<file path="src/rtl/soc_crc_pkg.sv">
// soc_crc_pkg: shared FSM state type and CRC helper functions for the CRC engine.
package soc_crc_pkg;

    localparam int MAX_CRC_WIDTH = 32;

    typedef enum logic {IDLE, SHIFT} state_e;

    function automatic logic [MAX_CRC_WIDTH-1:0] crc_bit_step(
        input logic [MAX_CRC_WIDTH-1:0] crc,
        input logic                     data_bit,
        input logic [MAX_CRC_WIDTH-1:0] poly,
        input int                       width
    );
        logic [MAX_CRC_WIDTH-1:0] mask;
        mask = (width >= MAX_CRC_WIDTH) ? '1 : ((MAX_CRC_WIDTH'(1) << width) - 1'b1);
        return ((crc << 1) ^ ((data_bit ^ crc[width-1]) ? poly : '0)) & mask;
    endfunction

    function automatic logic [MAX_CRC_WIDTH-1:0] reflect(
        input logic [MAX_CRC_WIDTH-1:0] value,
        input int                       width
    );
        logic [MAX_CRC_WIDTH-1:0] r;
        r = '0;
        for (int i = 0; i < MAX_CRC_WIDTH; i++)
            if (i < width) r[i] = value[width-1-i];
        return r;
    endfunction

endpackage

</file>
<file path="src/rtl/soc_crc_unroll.sv">
// soc_crc_unroll: folds BITS_PER_CYCLE data bits into the CRC register combinationally.
module soc_crc_unroll
    import soc_crc_pkg::*;
#(
    parameter int          CRC_WIDTH      = 32,
    parameter logic [31:0] POLYNOMIAL     = 32'h1EDC6F41,
    parameter int          BITS_PER_CYCLE = 8,
    parameter bit          IN_REFLECT     = 1'b1
) (
    input  logic [CRC_WIDTH-1:0]      crc_i,
    input  logic [BITS_PER_CYCLE-1:0] data_i,
    output logic [CRC_WIDTH-1:0]      crc_o
);

    logic [MAX_CRC_WIDTH-1:0] c;

    // Reflected input consumes data_i[0] first, otherwise the top bit goes first.
    always_comb begin
        c = MAX_CRC_WIDTH'(crc_i);
        for (int k = 0; k < BITS_PER_CYCLE; k++)
            c = crc_bit_step(c, data_i[IN_REFLECT ? k : BITS_PER_CYCLE-1-k], POLYNOMIAL, CRC_WIDTH);
        crc_o = c[CRC_WIDTH-1:0];
    end

endmodule

</file>
<file path="src/rtl/soc_crc_engine.sv">
// soc_crc_engine: parametrised multi-bit CRC engine with valid/ready word input and synchronous clear.
module soc_crc_engine
    import soc_crc_pkg::*;
#(
    parameter int          CRC_WIDTH      = 32,
    parameter logic [31:0] POLYNOMIAL     = 32'h1EDC6F41,
    parameter logic [31:0] INIT           = 32'hFFFFFFFF,
    parameter logic [31:0] FINAL_XOR      = 32'hFFFFFFFF,
    parameter bit          IN_REFLECT     = 1'b1,
    parameter bit          OUT_REFLECT    = 1'b1,
    parameter int          DATA_WIDTH     = 32,
    parameter int          BITS_PER_CYCLE = 8
) (
    input  logic                  clk,
    input  logic                  res,
    input  logic [DATA_WIDTH-1:0] in_data,
    input  logic [((DATA_WIDTH/8 > 1) ? $clog2(DATA_WIDTH/8) : 1)-1:0] in_len,
    input  logic                  in_valid,
    output logic                  in_ready,
    input  logic                  clear,
    output logic [CRC_WIDTH-1:0]  out_crc,
    output logic                  busy
);

    localparam int CNT_W = $clog2(DATA_WIDTH + 1);

    if (!(BITS_PER_CYCLE == 1 || BITS_PER_CYCLE == 2 || BITS_PER_CYCLE == 4 || BITS_PER_CYCLE == 8)
        || (DATA_WIDTH % 8) != 0 || DATA_WIDTH < 8 || POLYNOMIAL[0] != 1'b1
        || CRC_WIDTH < 8 || CRC_WIDTH > MAX_CRC_WIDTH) begin : g_param_check
        $error("soc_crc_engine: illegal parameter combination");
    end

    state_e                    state_q, state_d;
    logic [CRC_WIDTH-1:0]      crc_q, crc_d, crc_nxt;
    logic [DATA_WIDTH-1:0]     buf_q, buf_d;
    logic [CNT_W-1:0]          cnt_q, cnt_d, nbits;
    logic [BITS_PER_CYCLE-1:0] fold_bits;

    assign fold_bits = IN_REFLECT ? buf_q[BITS_PER_CYCLE-1:0] : buf_q[DATA_WIDTH-1 -: BITS_PER_CYCLE];

    soc_crc_unroll #(
        .CRC_WIDTH      (CRC_WIDTH),
        .POLYNOMIAL     (POLYNOMIAL),
        .BITS_PER_CYCLE (BITS_PER_CYCLE),
        .IN_REFLECT     (IN_REFLECT)
    ) u_unroll (
        .crc_i  (crc_q),
        .data_i (fold_bits),
        .crc_o  (crc_nxt)
    );

    assign in_ready = (state_q == IDLE) & ~res & ~clear;
    assign busy     = (state_q == SHIFT) & ~res;
    assign out_crc  = CRC_WIDTH'(OUT_REFLECT ? reflect(MAX_CRC_WIDTH'(crc_q), CRC_WIDTH)
                                             : MAX_CRC_WIDTH'(crc_q)) ^ FINAL_XOR[CRC_WIDTH-1:0];

    always_comb begin
        state_d = state_q;
        crc_d   = crc_q;
        buf_d   = buf_q;
        cnt_d   = cnt_q;
        nbits   = (CNT_W'(in_len) + CNT_W'(1)) << 3;
        if (clear) begin
            state_d = IDLE;
            crc_d   = INIT[CRC_WIDTH-1:0];
        end else if (state_q == SHIFT) begin
            crc_d   = crc_nxt;
            buf_d   = IN_REFLECT ? buf_q >> BITS_PER_CYCLE : buf_q << BITS_PER_CYCLE;
            cnt_d   = cnt_q - 1'b1;
            state_d = (cnt_q == CNT_W'(1)) ? IDLE : SHIFT;
        end else if (in_valid & in_ready) begin
            // MSB-first words are left-aligned so the top valid bit is consumed first.
            buf_d   = IN_REFLECT ? in_data : in_data << (CNT_W'(DATA_WIDTH) - nbits);
            cnt_d   = nbits >> $clog2(BITS_PER_CYCLE);
            state_d = SHIFT;
        end
    end

    always_ff @(posedge clk) begin
        if (res) begin
            state_q <= IDLE;
            crc_q   <= INIT[CRC_WIDTH-1:0];
            buf_q   <= '0;
            cnt_q   <= '0;
        end else begin
            state_q <= state_d;
            crc_q   <= crc_d;
            buf_q   <= buf_d;
            cnt_q   <= cnt_d;
        end
    end

endmodule

</file>
<file path="config.mk">
export PLATFORM = sky130hd
export DESIGN_NAME = soc_crc_engine
export DESIGN_NICKNAME = d
export VERILOG_FILES = /design/src/rtl/soc_crc_pkg.sv /design/src/rtl/soc_crc_unroll.sv /design/src/rtl/soc_crc_engine.sv
export SDC_FILE = /design/constraint.sdc
export NUM_CORES = 1
export LEC_CHECK = 0
export CAP_MARGIN = 30
export CORE_MARGIN = 2
export CORE_UTILIZATION = 35
export DETAILED_ROUTE_END_ITERATION = 8
export GPL_ROUTABILITY_DRIVEN = 0
export REMOVE_ABC_BUFFERS = 1
export SYNTH_ARGS = -nofsm -noshare
export SYNTH_HDL_FRONTEND = slang
export SYNTH_SLANG_ARGS = --single-unit
</file>
<file path="constraint.sdc">
create_clock -name clk -period 2.6 [get_ports clk]
set_input_delay 0.39 -clock clk [delete_from_list [all_inputs] [get_ports clk]]
set_output_delay 0.39 -clock clk [all_outputs]
set_load 0.05 [all_outputs]
</file>
==> flow_summary.ini <==
[critical_path]
crit_type = flop to flop
crit_fanout = 5
critPathLaunchType = flop
ff2ff_setup_slack_ns = 0.39
required_ns = 2.88
rr_startpoint = crc_q[28]$_SDFFE_PP1P_
cp_data_arrival_time_ns = 2.49
cp-endpoint = crc_q[11]$_SDFFE_PP1P_
crit_path_end_kind = flop
rr_worst_depth = 5
r2r_end = crc_q[11]$_SDFFE_PP1P_
crit_start = crc_q[28]$_SDFFE_PP1P_

[final_layout]
fin_area_um2 = 4920
nNetsFinal = 521
n_fill_cell = 1020
seqCellArea_um2 = 1420
drive_above_1_share_pct = 8.25
syn2layout_area_growth_pct = 30.8
diodes = 0
multiInputGateArea_um2 = 2130

[clocking]
cts_setup_buffers = 0
hold_buffers = 0
cts-root-buf = clkbuf_8
cts_max_path_buffers = 2
insertion_delay_ns = 0.34
cts_sinks = 71
cts_tree = done
ctsResizeCount = 0
h-tree-depth = 3
cts_made_buffers = 9
clkTransAtPathRegs_ns = 0.08

[sta]
max_slew_margin_pct = 62.8
finalWorstSetupSlack_ns = 0.395
setup_viol = 0
fin_crit_sh_pct = 84.8
report.final.slew_viol_count = 0
fin_crit_ns = 2.21
finalHoldViolCount = 0
max_slew.worst_pin.slew_ns = 0.554
rsz0062_at_grt = no
fmax_ghz = 0.453
fin_skew_ns = 0.0124

[placement]
numPortBuffers = 71
place_area_um2 = 4660
dp_slack_ns = 0.385
dp_hpwl_um = 6230

[global_routing]
grt_use_total_pct = 15.4
grt_pass1_vias = 2925
grt.overflow.total = 0
antenna_found_initial = 0
grt_pass1_wl_um = 14200
grt_max_degree = 42

[pwr]
pwr-share-seq_pct = 35.8
p_int_mw = 2.37
switching_power_mw = 0.923
leakagePower_nw = 2.00
power_frac_comb_pct = 29.4
swShare_pct = 28.1
clkPwrFrac_pct = 34.8
ir_drop_mv = 0.306
p_per_area_nw_per_um2 = 668

[logic_synthesis]
syn_inst = 413
synthesis.area_um2 = 3760
synth.distinct_cells = 33
netlist.area_leader.share_pct = 37.8
dominantRegCellSynth = dfxtp_1
ys_ff_latch = 71
synth_area_leaders = dfxtp_1 (38%), xnor2_1 (11%), mux2i_1 (6.9%), a211oi_1 (5.0%), xnor3_1 (4.8%)
yosysMostFrequentCell = dfxtp_1
synth_edf_count = 0
seq_area_frac_synth_pct = 37.8
postSynthAreaPerCell_um2 = 9.12
synth_xor_area_share_pct = 23.9
yosysTopAreaCell = dfxtp_1
async_flop_share_pct = 0
yosys-top-cells-count = dfxtp_1 (71), xnor2_1 (49), nor2_1 (43)
synth.area.mux_share_pct = 6.91
synth-compound-area-share_pct = 15.2
synthAdderAreaFrac_pct = 0.997
synth-simple-area-share_pct = 9.17
synth_top_family_by_area = XOR/XNOR gates
yosysWarnings = 0

[detailed_routing]
routed_wl_um = 8490
drt-initial-drc-count = 80
first_pass_iters = 4
vias = 2913
drtAntennaViolNets = 0
avgViaCountPerCell = 4.69
route.detailed.drc = 0
wl_per_cell_um = 13.7

[hold_path]
min_path_type = flop to flop
hold_depth = 2
hold_start = crc_q[23]$_SDFFE_PP1P_

[die]
ios = 72
rows = 37
start_util_pct = 36.3
die-area_um2 = 11600
design.core.area_um2 = 10400
die_h_um = 108
chipWidth_um = 108

[status]
status = complete, no violations

[job]
drv_cap = 0
[worst min-delay path by stage]
stage	endpoint	slack (ns)
2_1_floorplan	crc_q[3]$_SDFFE_PP1P_	0.44
5_1_grt	crc_q[19]$_SDFFE_PP1P_	0.51
3_3_place_gp	crc_q[16]$_SDFFE_PP1P_	0.46
6_report	crc_q[23]$_SDFFE_PP1P_	0.48
4_1_cts	crc_q[19]$_SDFFE_PP1P_	0.49
3_5_place_dp	crc_q[3]$_SDFFE_PP1P_	0.47
[worst max-delay path, cell delays in order, from the launching register on]
cell and delay, ns:
dfxtp_1 0.44, xor2_1 0.28, xnor3_1 0.61, xnor2_2 0.27
xnor3_1 0.43, o21ai_1 0.12
[cell type report]
| cell class | count | area share, % |
|---|---|---|
| Multi-Input combinational cell | 281 | 43.2 |
| Clock inverter | 6 | 2.69 |
| Sequential cell | 71 | 28.9 |
| Tap cell | 136 | 3.46 |
| Inverter | 35 | 2.67 |
| Clock buffer | 10 | 2.59 |
| Timing Repair Buffer | 82 | 16.5 |
[kinds of logic (layout without fill, tap and decap cells)]
kind of cell,Yosys count,in the layout
fa+ha+maj,3,3
flops,71,71
xor+xnor,79,79
mux,26,26
compound gates,92,92
simple gates,81,81
buf+inv,61,133
[per-layer routing]
metal / up-vias / track usage, % / share of wire, % / routed length, um
li1: 1517 / - / - / -
met1: 1311 / 19.7 / 47 / 3990
met2: 73 / 25.6 / 46 / 3930
met3: 12 / 4.24 / 5.4 / 455
met4: 0 / 4.03 / 1.4 / 115
met5: - / 0 / 0 / 0
[registers in the layout (all words and copies together) (netlist names)]
register and flops:
state_q 1, crc_q 32, cnt_q 6, buf_q 32
[layout by cell type, fill, tap and decap left out, types with 2 or more instances in the layout]
cell,Yosys,layout
dfxtp_1,71,70
clkdlybuf4s50_1,0,69
xnor2_1,49,49
nor2_1,43,43
inv_1,34,34
mux2i_1,26,26
a211oi_1,25,25
a21oi_1,25,24
nand2_1,18,18
o21ai_1,16,16
xor2_1,13,13
o211ai_1,12,12
buf_4,0,11
clkbuf_8,0,9
xnor3_1,8,8
nor3_1,6,6
o21ai_0,6,6
nor2b_1,5,5
xnor2_2,5,5
a22oi_1,5,5
bufinv_16,0,4
nand3_1,3,3
ha_1,3,3
nand2b_1,2,2
xnor2_4,2,2
buf_12,0,2
[power by group through the flow]
stage / registers [mW] / logic (mW) / clock network, mW
finish: 1.18 / 0.966 / 1.15
global route: 1.19 / 1.05 / 1.21
CTS: 1.18 / 0.975 / 1.18
detailed placement: 1.20 / 0.971 / 0
global placement: 1.20 / 0.966 / 0
floorplan: 1.21 / 0.733 / 0
[stage by stage]
step	utilization (%)	setup TNS [ns]	instances	hold slack, ns	power [mW]
after floorplan	-	-115.65	387	0.444	1.94
after global placement	45.0	0	605	0.460	2.17
after detailed placement	45.0	0	605	0.467	2.18
after CTS	47.5	0	621	0.488	3.33
after global routing	47.5	0	621	0.511	3.45
final	47.5	0	621	0.483	3.29
(Power assumes the default switching activity.)
